[src/rtl/index_counter_2d_if.sv]
// Control/status bundle for index_counter_2d: the controlling FSM is the master, the counter the slave.
// INDEX_COUNTER_TRIANGULAR_EN adds the tri_mode request bit.
interface index_counter_2d_if #(
  parameter int ROW_WIDTH = 5,
  parameter int COL_WIDTH = 5
);
  logic                 reset_count;
  logic                 start;
  logic                 up;
  logic [ROW_WIDTH-1:0] rows_m1;
  logic [COL_WIDTH-1:0] cols_m1;
`ifdef INDEX_COUNTER_TRIANGULAR_EN
  logic                 tri_mode;
`endif
  logic [ROW_WIDTH-1:0] row;
  logic [COL_WIDTH-1:0] col;
  logic                 valid;
  logic                 row_end;
  logic                 last;
  logic                 done;

  modport master (
`ifdef INDEX_COUNTER_TRIANGULAR_EN
    output tri_mode,
`endif
    output reset_count, start, up, rows_m1, cols_m1,
    input  row, col, valid, row_end, last, done
  );

  modport slave (
`ifdef INDEX_COUNTER_TRIANGULAR_EN
    input  tri_mode,
`endif
    input  reset_count, start, up, rows_m1, cols_m1,
    output row, col, valid, row_end, last, done
  );
endinterface

[src/rtl/index_counter_2d.sv]
// Two-level (row, col) index generator with bounds latched at start, row-end/last/done flags.
// INDEX_COUNTER_TRIANGULAR_EN enables lower-triangle traversal selected by tri_mode.
module index_counter_2d #(
  parameter int ROW_WIDTH = 5,
  parameter int COL_WIDTH = 5
) (
  input  logic               clk,
  input  logic               rst,
  index_counter_2d_if.slave  bus
);
  localparam int LW = (ROW_WIDTH > COL_WIDTH) ? ROW_WIDTH : COL_WIDTH;

  typedef enum logic {IDLE, RUN} state_t;

  state_t               state_q, state_d;
  logic [ROW_WIDTH-1:0] row_q, row_d;
  logic [COL_WIDTH-1:0] col_q, col_d;
  logic [ROW_WIDTH-1:0] rows_lim_q, rows_lim_d;
  logic [COL_WIDTH-1:0] cols_lim_q, cols_lim_d;
  logic                 done_q, done_d;
  logic [LW-1:0]        col_lim;
  logic                 col_at_lim;
  logic                 row_at_lim;
`ifdef INDEX_COUNTER_TRIANGULAR_EN
  logic                 tri_q, tri_d;

  // In triangular mode the diagonal (current row) bounds each row.
  assign col_lim = tri_q ? LW'(row_q) : LW'(cols_lim_q);
`else
  assign col_lim = LW'(cols_lim_q);
`endif

  assign col_at_lim = (LW'(col_q) == col_lim);
  assign row_at_lim = (row_q == rows_lim_q);

  always_comb begin
    state_d    = state_q;
    row_d      = row_q;
    col_d      = col_q;
    rows_lim_d = rows_lim_q;
    cols_lim_d = cols_lim_q;
    done_d     = 1'b0;
`ifdef INDEX_COUNTER_TRIANGULAR_EN
    tri_d      = tri_q;
`endif
    if (bus.reset_count) begin
      state_d = IDLE;
      row_d   = '0;
      col_d   = '0;
    end else begin
      unique case (state_q)
        IDLE: begin
          if (bus.start) begin
            rows_lim_d = bus.rows_m1;
            cols_lim_d = bus.cols_m1;
`ifdef INDEX_COUNTER_TRIANGULAR_EN
            tri_d      = bus.tri_mode;
`endif
            row_d      = '0;
            col_d      = '0;
            state_d    = RUN;
          end
        end
        RUN: begin
          if (bus.up) begin
            // Equality-against-limit so all-ones bounds never overflow.
            if (!col_at_lim) begin
              col_d = col_q + COL_WIDTH'(1);
            end else if (!row_at_lim) begin
              col_d = '0;
              row_d = row_q + ROW_WIDTH'(1);
            end else begin
              col_d   = '0;
              row_d   = '0;
              state_d = IDLE;
              done_d  = 1'b1;
            end
          end
        end
        default: state_d = IDLE;
      endcase
    end
  end

  always_ff @(posedge clk or negedge rst) begin
    if (!rst) begin
      state_q    <= IDLE;
      row_q      <= '0;
      col_q      <= '0;
      rows_lim_q <= '0;
      cols_lim_q <= '0;
      done_q     <= 1'b0;
`ifdef INDEX_COUNTER_TRIANGULAR_EN
      tri_q      <= 1'b0;
`endif
    end else begin
      state_q    <= state_d;
      row_q      <= row_d;
      col_q      <= col_d;
      rows_lim_q <= rows_lim_d;
      cols_lim_q <= cols_lim_d;
      done_q     <= done_d;
`ifdef INDEX_COUNTER_TRIANGULAR_EN
      tri_q      <= tri_d;
`endif
    end
  end

  assign bus.row     = row_q;
  assign bus.col     = col_q;
  assign bus.valid   = (state_q == RUN);
  assign bus.row_end = bus.valid && col_at_lim;
  assign bus.last    = bus.row_end && row_at_lim;
  assign bus.done    = done_q;
endmodule

[src/flat_wrapper.sv]
// flat-port wrapper written by rule: the top's interface ports become plain ports
module index_counter_2d_flat 
#(
  parameter int ROW_WIDTH = 5,
  parameter int COL_WIDTH = 5
)
  (clk, rst, bus_reset_count, bus_start, bus_up, bus_rows_m1, bus_cols_m1, bus_row, bus_col, bus_valid, bus_row_end, bus_last, bus_done);
  index_counter_2d_if #(.ROW_WIDTH(ROW_WIDTH), .COL_WIDTH(COL_WIDTH)) bus_i ();
  input  logic clk;
  input  logic rst;
  input wire logic [$bits(bus_i.reset_count)-1:0] bus_reset_count;
  input wire logic [$bits(bus_i.start)-1:0] bus_start;
  input wire logic [$bits(bus_i.up)-1:0] bus_up;
  input wire logic [$bits(bus_i.rows_m1)-1:0] bus_rows_m1;
  input wire logic [$bits(bus_i.cols_m1)-1:0] bus_cols_m1;
  output wire logic [$bits(bus_i.row)-1:0] bus_row;
  output wire logic [$bits(bus_i.col)-1:0] bus_col;
  output wire logic [$bits(bus_i.valid)-1:0] bus_valid;
  output wire logic [$bits(bus_i.row_end)-1:0] bus_row_end;
  output wire logic [$bits(bus_i.last)-1:0] bus_last;
  output wire logic [$bits(bus_i.done)-1:0] bus_done;
  assign bus_i.reset_count = bus_reset_count;
  assign bus_i.start = bus_start;
  assign bus_i.up = bus_up;
  assign bus_i.rows_m1 = bus_rows_m1;
  assign bus_i.cols_m1 = bus_cols_m1;
  assign bus_row = bus_i.row;
  assign bus_col = bus_i.col;
  assign bus_valid = bus_i.valid;
  assign bus_row_end = bus_i.row_end;
  assign bus_last = bus_i.last;
  assign bus_done = bus_i.done;
  index_counter_2d #(.ROW_WIDTH(ROW_WIDTH), .COL_WIDTH(COL_WIDTH)) u_core (.clk(clk), .rst(rst), .bus(bus_i));
endmodule
[config.mk]
export PLATFORM = sky130hd
export DESIGN_NAME = index_counter_2d_flat
export DESIGN_NICKNAME = d
export VERILOG_FILES = /design/src/rtl/index_counter_2d_if.sv /design/src/rtl/index_counter_2d.sv /design/src/flat_wrapper.sv
export SDC_FILE = /design/constraint.sdc
export NUM_CORES = 1
export LEC_CHECK = 0
export BUFFER_PORTS_ARGS = -buffer_cell sky130_fd_sc_hd__buf_2
export CAP_MARGIN = 25
export CORE_UTILIZATION = 55
export CTS_CLUSTER_SIZE = 20
export DETAILED_ROUTE_END_ITERATION = 8
export HOLD_SLACK_MARGIN = 0.06
export PLACE_DENSITY = 0.82
export SLEW_MARGIN = 20
export SYNTH_ARGS = -nofsm -noshare
export SYNTH_HDL_FRONTEND = slang
export SYNTH_SLANG_ARGS = --single-unit
[constraint.sdc]
create_clock -name clk -period 3.82 [get_ports clk]
set_input_delay 1.146 -clock clk [delete_from_list [all_inputs] [get_ports clk]]
set_output_delay 1.146 -clock clk [all_outputs]
set_load 0.1 [all_outputs]
Yosys cells after proc, flatten, opt, wreduce, memory -nomap -nowiden
Cells that the tools add are included.
- bitwise logic cells: 2
- add/sub/neg operators: 2
- reduce and logical (&&, ||, !) cells: 5
- muxes and demuxes: 21
- eq/ne operators: 5
- operators with widths (cell ; number):
    5-bit two-way mux ; 8
    5-bit one-hot mux with 2 select lines ; 2
    5-bit by 1-bit adder with 5-bit output (second input constant) ; 2
    5-bit equality test ; 2
    1-bit two-way mux ; 10
    3-bit inequality test (second input constant) ; 3
    3-bit AND reduction ; 2
    1-bit logical AND ; 2
    1-bit inverter ; 2
    1-bit one-hot mux with 2 select lines ; 1
    2-bit AND reduction ; 1
- output and inout bits: 14
- bits in registers: 22
- logic and storage cells: 41
- input bits: 15

Depth between registers and ports, before layout
Gate-level depths: netlist of run 1.
- depth after elaboration: 6
- depth in mapped cells: 5

Worst setup path after synthesis of run 1
No wires, ideal clock.
- kind: reg-to-output
- start: register u_core.col_q[0] (netlist: u_core.bus.col[0])
- end: output port bus_last
- path slack: -1073 ps
- cell stages (with the launch flop): 5
- arrival time: 3747 ps
- data required time: 2674 ps
- path through: dfrtp_1 > xor2_1 > nor3_2 > nand2_1 > nor3_1
- longest elaborated chain between the ends: 3
- RTL lines (element ; line ; text):
    start: declaration ; index_counter_2d.sv:17 ; logic [COL_WIDTH-1:0] col_q, col_d;
    start signal: assignment ; index_counter_2d.sv:99 ; col_q <= col_d;
    5-bit equality test ; index_counter_2d.sv:33 ; assign col_at_lim = (LW'(col_q) == col_lim);
    1-bit logical AND ; index_counter_2d.sv:112 ; assign bus.row_end = bus.valid && col_at_lim;
    1-bit logical AND ; index_counter_2d.sv:113 ; assign bus.last = bus.row_end && row_at_lim;
    end: declaration ; flat_wrapper.sv:20 ; output wire logic [$bits(bus_i.last)-1:0] bus_last;
No other way between the ends.

Worst setup path after layout of run 1
Same ends and word-level chain as after synthesis.

==> results of run 1 <==
-- power breakdown --
group | internal, mW | leakage [nW] | switching (mW) | total (mW)
combinational | 0.0502 | 0.364 | 0.0830 | 0.133
clock | 0.0368 | 0.0138 | 0.0667 | 0.104
sequential | 0.257 | 0.283 | 0.0205 | 0.278
-- registers in the layout, indices dropped and copies added, names as in the netlist --
name / count
u_core.bus.col: 5
u_core.rows_lim_q: 5
u_core.bus.row: 5
u_core.bus.done: 1
u_core.bus.valid: 1
u_core.col_lim: 5
-- cell families (layout without fill, tap and decap cells) --
group	after synthesis	count (layout)	share of synthesized area, %
mux	11	11	10.7
buf+inv	3	34	1.09
xor+xnor	13	13	9.93
compound gates	14	14	14.0
simple gates	31	31	14.1
flops	22	22	48.0
fa+ha+maj	2	2	2.18
-- cell type report --
cell class | instances | area (um^2) | share of cell area, %
Clock buffer | 3 | 22.5 | 1.67
Tap cell | 27 | 33.8 | 2.50
Inverter | 2 | 7.51 | 0.555
Sequential cell | 22 | 551 | 40.7
Timing Repair Buffer | 29 | 148 | 10.9
Multi-Input combinational cell | 71 | 591 | 43.7
-- cells in the mapped netlist, types with 2 or more instances --
library cell / instances / area [um^2]
sky130_fd_sc_hd__and3_1: 2 / 12.5
sky130_fd_sc_hd__xnor2_1: 3 / 26.3
sky130_fd_sc_hd__inv_1: 2 / 7.51
sky130_fd_sc_hd__nand4_1: 2 / 12.5
sky130_fd_sc_hd__nand2_1: 4 / 15.0
sky130_fd_sc_hd__ha_1: 2 / 25.0
sky130_fd_sc_hd__dfrtp_1: 22 / 551
sky130_fd_sc_hd__nand3_1: 3 / 15.0
sky130_fd_sc_hd__a22o_1: 2 / 17.5
sky130_fd_sc_hd__xor2_1: 10 / 87.6
sky130_fd_sc_hd__nor2_1: 11 / 41.3
sky130_fd_sc_hd__mux2_2: 10 / 113
-- worst min-delay path by stage --
stage,startpoint,endpoint,cells past startpoint
detailed placement,u_core.rows_lim_q[0]$_DFFE_PN0P_,u_core.rows_lim_q[0]$_DFFE_PN0P_,1
CTS,u_core.rows_lim_q[0]$_DFFE_PN0P_,u_core.rows_lim_q[0]$_DFFE_PN0P_,1
global route,u_core.col_lim[4]$_DFFE_PN0P_,u_core.col_lim[4]$_DFFE_PN0P_,1
global placement,u_core.rows_lim_q[0]$_DFFE_PN0P_,u_core.rows_lim_q[0]$_DFFE_PN0P_,1
floorplan,u_core.col_lim[0]$_DFFE_PN0P_,u_core.col_lim[0]$_DFFE_PN0P_,1
finish,u_core.rows_lim_q[0]$_DFFE_PN0P_,u_core.rows_lim_q[0]$_DFFE_PN0P_,1
-- per-stage QoR --
stage | setup WS (ns) | setup TNS [ns] | cell area [um^2]
3_3_place_gp | 0.972 | 0 | 1330
2_1_floorplan | -0.222 | -0.222 | 1150
6_report | 0.551 | 0 | 1350
4_1_cts | 0.541 | 0 | 1350
5_1_grt | 0.424 | 0 | 1350
3_5_place_dp | 0.892 | 0 | 1330
-- cell usage in the layout (no fill, tap or decap), drive strengths merged, types with 3 or more instances in the layout --
master   n
nor2    12
xnor2    3
o21ai    3
xor2    10
dfrtp   22
buf     29
clkbuf   3
mux2    10
nand3    4
nand2    4
-- layer usage --
layer,vias up,wire [um]
met5,-,0
met4,0,37
met3,6,78
met2,22,1070
met1,395,967
li1,405,-
==> results.txt, run 1 <==
The number of hold violations in the final report was 0. The full die area came out at around 2300 um^2. The capturing point of the worst reg2reg path is u_core.bus.row[4]$_DFFE_PN0P_. The timing-limited maximum frequency came out at roughly 0.31 GHz. The standby leakage power came out at approximately 0.66 nW.

In this run the tightest slew margin relative to its limit is between 60% and 70%. The number of buffers inserted by port buffering came out at 28. The post-route worst hold slack came out at approximately 0.54 ns. The effective utilization at floorplan is between 50% and 60%. The number of DRC violations after detailed-routing iteration 0 came out at 6. The number of global-route vias before repair is about 750. The placeable core area came out at 1960 um^2. The setup slack of the most critical reg-to-reg path is between 2 and 2.5 ns. The proportion of register bits with asynchronous set or reset after synthesis came out at between 90% and 100%. The insertion delay of the later-clocked pin in the worst-skew pair is 0.30 ns. The TritonCTS sink count came out at 22. The net count of the mapped netlist came out at between 100 and 150.

CTS built an H-tree with a depth of 1. The final instance count without filler cells is 154. For this run, the total global-route usage over all layers was measured as a little over a fifth. The global-route congestion overflow total came out at 0. The synthesized instance count is between 90 and 100.

The number of failing setup endpoints in the final timing report is 0. Counting distinct cell types in the post-synthesis netlist gives 35. The final routed wirelength across all metal layers is 2.15 mm. The Yosys warning count is 0. Walking the worst path, the cells encountered are xor2_1, nor3_2, nand2_1, nor3_2, buf_2. The arrival time at the worst endpoint came out at ~2.1 ns. The number of antenna violations at the first check in global routing came out at 0. Entering global routing, the biggest net connects 23 pins. The longest individual stage delay on the worst path is roughly 0.46 ns. The worst setup path is launched from a flip-flop. Dividing the synthesized area by the synthesized cell count gives about 12 um^2. The number of vias per cell came out at between 5 and 6.

The placed instance count is about 150. The global routing stage identified its most utilized layer as met2. The critical path starts at u_core.bus.col[0]$_DFFE_PN0P_. VDD sags by at most approximately 0.00031 V. The number of buffers created by CTS is 3. The summed instance area of the synthesized netlist came out at around 1100 um^2. The detailed-route wire length per cell came out at between 10 and 15 um. The cell sitting at the root of the clock tree is a sky130_fd_sc_hd__clkbuf_4. The transition time of the tightest slew-check pin came out at about 0.49 ns. The last element of the critical path is bus_last. The most used flip-flop cell after synthesis is sky130_fd_sc_hd__dfrtp_1. By instance count, the cell type seen most on the critical path is sky130_fd_sc_hd__nor3_2. At the worst endpoint, the required time is approximately 2.7 ns. The global-route track usage on met2 is 33.7%.

The clock transition at the registers of the reported paths came out at 0.11 ns. The sequential element share of the synthesized area is between 40% and 50%. The half-perimeter wire length of the detailed placement result is 1.73 mm. The number of fillers in the final layout is about 170. The number of design rule violations left after detail routing is 0.

The flow ran to the end, and the final reports show no timing, DRC or antenna violations. The antenna diode count is 0. The tool flagged a number of max-cap violations equal to 0. In this run the remaining antenna-violating nets after routing total 0. The fraction of the core area covered by cells at the end of the flow came out at 68.9%. In this run the critical register-to-register path is launched from u_core.bus.col[0]$_DFFE_PN0P_.

Setup repair after global routing left no endpoint under its margin. The final total power came out at ~0.51 mW. The number of enable-type register cells in the synthesized netlist is 0.

The depth of the worst register-to-register path came out at 5. Between clock sinks in the finished design, the worst skew comes to 0.00133 ns. The worst setup path is of the reg -> out kind. The wire length of the first global-routing pass came out at about 3.2 mm. At the end of routability-driven placement, the weighted congestion stood at about 0.79. The count of instances resized after the clock tree is built came out at 0. The number of buffer and inverter instances along the worst setup path came out at 1. The layout overhead on the synthesized area is 18.0%.

Global routing used roughly 28% of the available met1 tracks. The via count of the routed design is roughly 830. The synthesized design contains 22 register bits. Buffers inserted to repair hold after CTS numbered 0. STA classifies the critical path endpoint as an output pin. The cell family contributing the most delay on the critical path is simple AND/OR/NAND/NOR gates.

The power per standard cell area is 380 nW/um^2. The number of iterations in the first detailed-routing pass is 6. In this run the post-CTS setup repair buffer count came out at 0. The final layout net count came out at about 150. In this run the worst path has a maximum fanout of 5. The path class of the lowest-slack min-delay path is reg -> reg. Counting I/O delays and the setup requirement, the final critical path takes 3.27 ns. The global routing met3 resource utilization came out at 5.66%.

The number of standard-cell rows in the floorplan is 16. The die is 47.7 um wide. The maximum clock insertion buffer count came out at 2. In the finished design, the share of the clock period the worst path needs comes to a little under nine tenths. The max-slew violation total from the final report is 0. Among all stages on the critical path, the largest delay is contributed by sky130_fd_sc_hd__dfrtp_1. The fraction of final layout cells sized beyond drive strength 1 is roughly two fifths. The height of the chip is around 48 um.

In this run the number of cells on the critical path is 5. The CTS tree is done. The number of placed I/O pins is 29.
(Power assumes the default switching activity.)
==> inputs of run 2 (changes only) <==
- CORE_UTILIZATION: 55 -> 51
- PLACE_DENSITY: 0.82 -> 0.77
- clock period: 3.82 -> 3.45 ns (I/O delays scaled with it)
==> run 2 against run 1 <==
Sequential power grew 11%. Count of clock-buffer cells in the layout grew 1. Non-clock buffer count unchanged. Global-route usage down 0.85 points. Setup slack lost 0.31 ns. Clock skew is 0.0041 ns higher. Flip-flop and latch count unchanged. Critical endpoint unchanged. Largest cell class unchanged.
==> results.txt, run 2 (same netlist as run 1, synthesis figures left out) <==
The run finished with clean final reports. The slowest cell on the critical path is sky130_fd_sc_hd__dfrtp_1. The number of global-route vias before repair is 869 (+16%).

The count of instances resized after the clock tree is built is 0 (unchanged). The power per standard cell area is 432 nW/um^2 (+14%). The total track usage is 20.4% (-0.85 points). Setup repair after global routing left no endpoint under its margin.

Leaving out fill and tap cells, the most frequent cell in the layout is sky130_fd_sc_hd__buf_2. The fraction of power spent switching nets is 31.8% (-1.2 points). Leaving out fill and tap cells, the most frequent cells in the layout are sky130_fd_sc_hd__buf_2 (28), sky130_fd_sc_hd__dfrtp_1 (22), sky130_fd_sc_hd__xor2_1 (10), sky130_fd_sc_hd__nor2_1 (10), sky130_fd_sc_hd__mux2_2 (10).

The combinational share of power came to 24.9% (-1.0 points). The detailed-route wire length per cell came out at 13.7 um (-1.7%). The insertion delay of the later-clocked pin in the worst-skew pair is 0.30 ns (about the same). The final routed wirelength across all metal layers came out at 2.13 mm (-1.0%). The number of cells on the worst hold path came out at 1 (unchanged).

The number of setup buffers added after CTS was 0 (unchanged). The number of buffers inserted by port buffering came out at 28 (unchanged). In this run the worst setup path begins at u_core.bus.col[0]$_DFFE_PN0P_. The worst register-to-register path begins at u_core.bus.col[0]$_DFFE_PN0P_. The layout overhead on the synthesized area came out at 19.8%. The proportion of power drawn by the clock network was 23.1% (+3.0 points). The number of DRC violations after detailed-routing iteration 0 is 18 (+12). The longest individual stage delay on the worst path came out at 0.46 ns (about the same). The cts-stage hold buffer count came to 0 (unchanged).

The relative slew slack was 67.4% (about the same). The internal power contribution is 0.404 mW (+18%). The worst-path maximum fanout is 5 (unchanged).

The final total power is 0.593 mW (+15%). The critical path launch point type is a flip-flop. The clock tree root buffer cell is sky130_fd_sc_hd__clkbuf_4. The highest ir drop seen on vdd is 0.000338 V (+7.6%). The die extent in x is 49.4 um (+3.7%).

The number of vias per cell is 5.54 (+3.1%). The power share of the sequential group is 52.0% (-2.0 points). The number of design rule violations left after detail routing is 0 (unchanged).

TritonCTS built the clock tree. The maximum clock insertion buffer count is 2 (unchanged). The final worst-path cycle share is 93.1%.

After layout, the minimum clock period comes to around 3.2 ns. The number of placed I/O pins is 29 (unchanged). The final layout net count came to 146 (unchanged). The wire length of the first global-routing pass is 3.84 mm (+21%).

The TritonCTS sink count came out at 22 (unchanged). The hold path startpoint is u_core.rows_lim_q[1]$_DFFE_PN0P_. The effective utilization at floorplan came out at 56.1% (-2.3 points). Static timing analysis puts the maximum clock frequency at around 0.31 GHz. The number of antenna violations at the first check in global routing is 0 (unchanged). The fraction of final layout cells sized beyond drive strength 1 is 41.4% (+0.46 points). The worst setup path is of the reg -> out kind. The last weighted congestion value of the routability-driven placer came out at 0.835 (+6.0%). The full die area came out at 2440 um^2 (+7.5%). The setup slack of the most critical reg-to-reg path is 1.79 ns (-0.39 ns).

The placeable core area came out at 2040 um^2 (+4.1%). The switching component of the power came out at 0.189 mW (+11%). The max-slew violation total from the final report came out at 0 (unchanged). The required time at the endpoint of the critical path is 2.41 ns (-0.26 ns). The arrival time at the worst endpoint came to 2.18 ns (+0.06 ns). The number of standard-cell rows in the floorplan came out at 16 (unchanged).

The number of failing setup endpoints in the final timing report came out at 0 (unchanged). The number of buffers created by CTS came to 3 (unchanged). The H-tree depth came to 1 (unchanged). The end point of the worst hold path is u_core.rows_lim_q[1]$_DFFE_PN0P_. The depth of the worst register-to-register path is 5 (unchanged). The standby leakage power is 0.678 nW (+2.6%). The height of the chip came out at 49.4 um (+3.7%). The antenna diode count is 0 (unchanged).

The largest net degree at the start of global routing is 23 (unchanged). The path class of the tightest hold or removal check is reg -> reg. The signal on the critical path passes through xor2_1, nor3_2, nand2_1, nor3_4, buf_2. The via count of the routed design is 859 (+3.7%). The fraction of the core area covered by cells at the end of the flow came to 67.2% (-1.7 points). The clock transition at the registers of the reported paths is 0.12 ns (about the same).

The global-route congestion overflow total is 0 (unchanged). The endpoint identified for the worst register-to-register timing path is u_core.bus.valid$_DFF_PN0_. The number of violations of the max-capacitance limit came out at 0 (unchanged).

The category of the worst setup path capture point is an output pin. The number of hold violations in the final report was 0 (unchanged). The post-detailed-route count of antenna-violating nets is 0 (unchanged).

The half-perimeter wire length of the detailed placement result was 1.72 mm (-0.54%). The number of iterations in the first detailed-routing pass is 6 (unchanged). The final clock skew is 0.00540 ns (+0.00407 ns). The transition time of the tightest slew-check pin is 0.492 ns (+0.0000423 ns).
==> run 2: cell types whose count changed in the layout (fill, tap and decap cells not counted) <==
cell,before,now
sky130_fd_sc_hd__nor3_4,0,1
sky130_fd_sc_hd__nor3_2,2,1
sky130_fd_sc_hd__clkbuf_8,0,1
==> run 2: routing by layer <==
metal | share of wire (%) | vias up | GRT usage, %
li1 | - | 411 | -
met1 | 46 | 424 | 27.7
met2 | 50 | 22 | 34.7
met3 | 3.8 | 2 | 1.87
met4 | 0.61 | 0 | 5.71
met5 | 0 | - | 0
==> run 2: worst max path at each step <==
stage | endpoint | slack [ns] | cells after the start
after detailed placement | bus_last | 0.58 | 5
after CTS | bus_last | 0.24 | 5
after global routing | bus_last | 0.10 | 5
after global placement | bus_last | 0.67 | 5
after floorplan | bus_row_end | -0.1 | 4
final | bus_last | 0.24 | 5
==> run 2: final cells by class <==
cell class              instances  area (um^2)
fillers                       186          669
clock buffers                   4         36.3
inverters                       2         7.51
repair buffers                 29          148
well taps                      27         33.8
flip-flops and latches         22          551
multi-input cells              71          597
==> run 2: through the flow <==
step / hold slack, ns / TNS, ns / setup slack (ns) / instances / cell area, um^2
3_3_place_gp: 0.514 / 0 / 0.667 / 151 / 1340
4_1_cts: 0.555 / 0 / 0.238 / 155 / 1370
5_1_grt: 0.575 / 0 / 0.100 / 155 / 1370
6_report: 0.549 / 0 / 0.237 / 155 / 1370
2_1_floorplan: 0.501 / -0.191 / -0.0969 / 96 / 1160
3_5_place_dp: 0.526 / 0 / 0.584 / 151 / 1340
==> run 2: critical path, delay by kind of cell, from the launching register on <==
kind / cells / cell delay, ns
XOR/XNOR: 1 / 0.19
buffers and inverters: 1 / 0.44
flip-flops: 1 / 0.46
AND/OR/NAND/NOR: 3 / 0.79
==> run 2: power groups by stage <==
stage | logic, mW | clock network, mW | registers [mW]
floorplan | 0.0885 | 0 | 0.336
global placement | 0.145 | 0 | 0.313
detailed placement | 0.149 | 0 | 0.315
CTS | 0.150 | 0.142 | 0.309
global route | 0.160 | 0.154 | 0.313
finish | 0.148 | 0.137 | 0.308
==> inputs of run 3 (changes only) <==
- CORE_ASPECT_RATIO: unset -> 1.5
- CORE_UTILIZATION: 51 -> 46
- PLACE_DENSITY: 0.77 -> 0.73
- clock period: 3.45 -> 2.7 ns (I/O delays scaled with it)
==> run 3 against run 2 <==
Clock skew about the same. Combinational power increased by 45%. Count of clock-buffer cells in the layout decreased by 1. Register-to-register slack got worse by 0.90 ns. Final cell count increased by 2.6%. Non-clock buffer count increased by 8. Worst hold slack got worse by 0.11 ns. Via count increased by 4.7%. Global-route usage decreased by 1.3 points. Routed wire length increased by 8.8%. Sequential share of layout area decreased by 1.8 points. Critical path depth unchanged. Largest cell class unchanged. Highest routed layer unchanged.
==> results.txt, run 3 (same netlist as run 1, synthesis figures left out) <==
The highest ir drop seen on vdd came to 0.000424 V (+25%). The final clock skew came out at 0.00491 ns (-0.000490 ns). The depth of the worst register-to-register path is 7 (+2). The number of iterations in the first detailed-routing pass came to 4 (-2). The via count of the routed design is 899 (+4.7%).

The post-route worst hold slack is 0.439 ns (-0.110 ns). The total negative slack came to 0 ns (unchanged). The standby leakage power came out at 0.713 nW (+5.2%). The wire length of the first global-routing pass came out at 3.88 mm (+0.88%). The flow ran to the end, and the final reports show no timing, DRC or antenna violations. The worst setup path is of the reg -> out kind. In this run the critical register-to-register path is captured at u_core.bus.row[3]$_DFFE_PN0P_. The number of violations of the max-capacitance limit is 0 (unchanged). The required time at the endpoint of the critical path is 1.89 ns (-0.52 ns). Setup repair after global routing left no endpoint under its margin. The number of buffers created by CTS came to 3 (unchanged). The number of hold violations in the final report came out at 0 (unchanged).

The global-route congestion overflow total is 0 (unchanged). The number of failing setup endpoints in the final timing report is 0 (unchanged). The number of antenna violations at the first check in global routing came out at 0 (unchanged). The number of standard-cell rows in the floorplan is 21 (+5).

The post-detailed-route count of antenna-violating nets is 0 (unchanged). The most critical setup path has its endpoint at bus_last. The worst reg2reg path startpoint is u_core.bus.row[3]$_DFFE_PN0P_. STA classifies the critical path startpoint as a flip-flop. The height of the chip came out at 63.1 um (+28%).

The setup slack of the most critical reg-to-reg path came to 0.89 ns (-0.90 ns). In this run the clock root is driven by a sky130_fd_sc_hd__clkbuf_4. The worst-path maximum fanout was 4 (-1). The full die area was 2700 um^2 (+11%).

The relative slew slack came out at 67.2% (-0.26 points). The last weighted congestion value of the routability-driven placer came out at 0.815 (-2.4%). The number of global-route vias before repair is 884 (+1.7%). The number of vias per cell came out at 5.65 (+2.0%). The total track usage is 19.1% (-1.3 points). The arrival time at the worst endpoint is 1.82 ns (-0.36 ns).

The worst hold path belongs to the class in -> async. The max-slew violation total from the final report is 0 (unchanged). From synthesis to final layout, the design area changed by 32.6%. The number of placed I/O pins is 29 (unchanged).

The final routed wirelength across all metal layers is 2.32 mm (+8.8%). The post-layout minimum cycle time came out at between 2 and 3 ns. The final layout net count is 154 (+5.5%). The most common library cell in the layout ignoring fill and taps is sky130_fd_sc_hd__buf_2. The CTS tree is done. The transition time of the tightest slew-check pin is 0.491 ns (-0.00128 ns). The clock transition at the registers of the reported paths is 0.12 ns (about the same).

In this run the worst setup path begins at u_core.bus.row[3]$_DFFE_PN0P_. The number of design rule violations left after detail routing is 0 (unchanged). The fraction of final layout cells sized beyond drive strength 1 is 55.1% (+14 points). The number of buffers inserted by port buffering came out at 28 (unchanged).

The worst setup path is captured at an output pin. The final worst-path cycle share is 97.5%. The die extent in x came out at 42.8 um (-13%).

The half-perimeter wire length of the detailed placement result was 1.78 mm (+3.2%). The library cells used most frequently in the layout, excluding fill and tap cells, are sky130_fd_sc_hd__buf_2 (26), sky130_fd_sc_hd__dfrtp_1 (11), sky130_fd_sc_hd__xor2_1 (10), sky130_fd_sc_hd__mux2_2 (10). The effective utilization at floorplan is 50.1% (-6.0 points). The maximum clock insertion buffer count is 2 (unchanged). The number of DRC violations after detailed-routing iteration 0 came out at 11 (-7). The detailed-route wire length per cell came out at 14.6 um (+6.0%). The placeable core area came to 2290 um^2 (+12%). The H-tree depth is 1 (unchanged). The antenna diode count came to 0 (unchanged).

The largest net degree at the start of global routing came to 23 (unchanged). The timing-limited maximum frequency came out at ~0.38 GHz. The power per standard cell area is 565 nW/um^2 (+31%). The TritonCTS sink count came out at 22 (unchanged). The insertion delay of the later-clocked pin in the worst-skew pair came to 0.30 ns (about the same).
==> run 3: through the flow <==
step | setup WS [ns] | total power, mW | cells | area (um^2) | utilization (%)
after floorplan | -0.223 | 0.551 | 96 | 1200 | -
after global placement | 0.327 | 0.597 | 148 | 1410 | 61.8
after detailed placement | 0.263 | 0.605 | 148 | 1410 | 61.8
after CTS | 0.00425 | 0.858 | 155 | 1490 | 65.1
after global routing | 0.00791 | 0.898 | 159 | 1520 | 66.5
final | 0.0672 | 0.858 | 159 | 1520 | 66.5
==> run 3: metal layers <==
metal  track usage (%)  wire [um]
met2              34.1       1210
met1              21.8        960
met4              7.81         46
met3              2.87         97
met5                 0          0
==> run 3: worst max-delay path, stage by stage (launching register included) <==
cell and delay [ns]:
sky130_fd_sc_hd__dfrtp_4 0.52, sky130_fd_sc_hd__xnor2_1 0.14, sky130_fd_sc_hd__nand3_1 0.11, sky130_fd_sc_hd__or3_4 0.37, sky130_fd_sc_hd__nor3_4 0.17, sky130_fd_sc_hd__buf_12 0.20
==> run 3: cell type report <==
type	count	area [um^2]
Inverter	2	7.51
Clock inverter	1	30.0
Sequential cell	22	582
Multi-Input combinational cell	71	612
Clock buffer	3	22.5
Tap cell	23	28.8
Timing Repair Buffer	37	238
Fill cell	185	766
==> run 3: report_power, final <==
group / internal [mW] / switching (mW)
combinational: 0.0872 / 0.127
sequential: 0.366 / 0.0294
clock: 0.150 / 0.0985
==> run 3: worst min path at each step <==
| stage | start | to | slack, ns | cells past startpoint |
|---|---|---|---|---|
| detailed placement | u_core.col_lim[1]$_DFFE_PN0P_ | u_core.col_lim[1]$_DFFE_PN0P_ | 0.52 | 1 |
| global placement | u_core.bus.valid$_DFF_PN0_ | u_core.bus.valid$_DFF_PN0_ | 0.51 | 1 |
| global route | rst | u_core.bus.row[4]$_DFFE_PN0P_ | 0.47 | 1 |
| finish | rst | u_core.col_lim[2]$_DFFE_PN0P_ | 0.44 | 1 |
| floorplan | u_core.col_lim[0]$_DFFE_PN0P_ | u_core.col_lim[0]$_DFFE_PN0P_ | 0.50 | 1 |
| CTS | rst | u_core.bus.row[4]$_DFFE_PN0P_ | 0.46 | 1 |
==> run 3: what timing repair did <==
| action | in CTS | in global routing |
|---|---|---|
| endpoints found under the setup margin | 1 | 2 |
| pin swaps | 1 | 3 |
| buffers inserted | 3 | 4 |
| hold buffers | 0 | 0 |
| endpoints found under the hold margin | 0 | 0 |
| resized for setup | 0 | 1 |
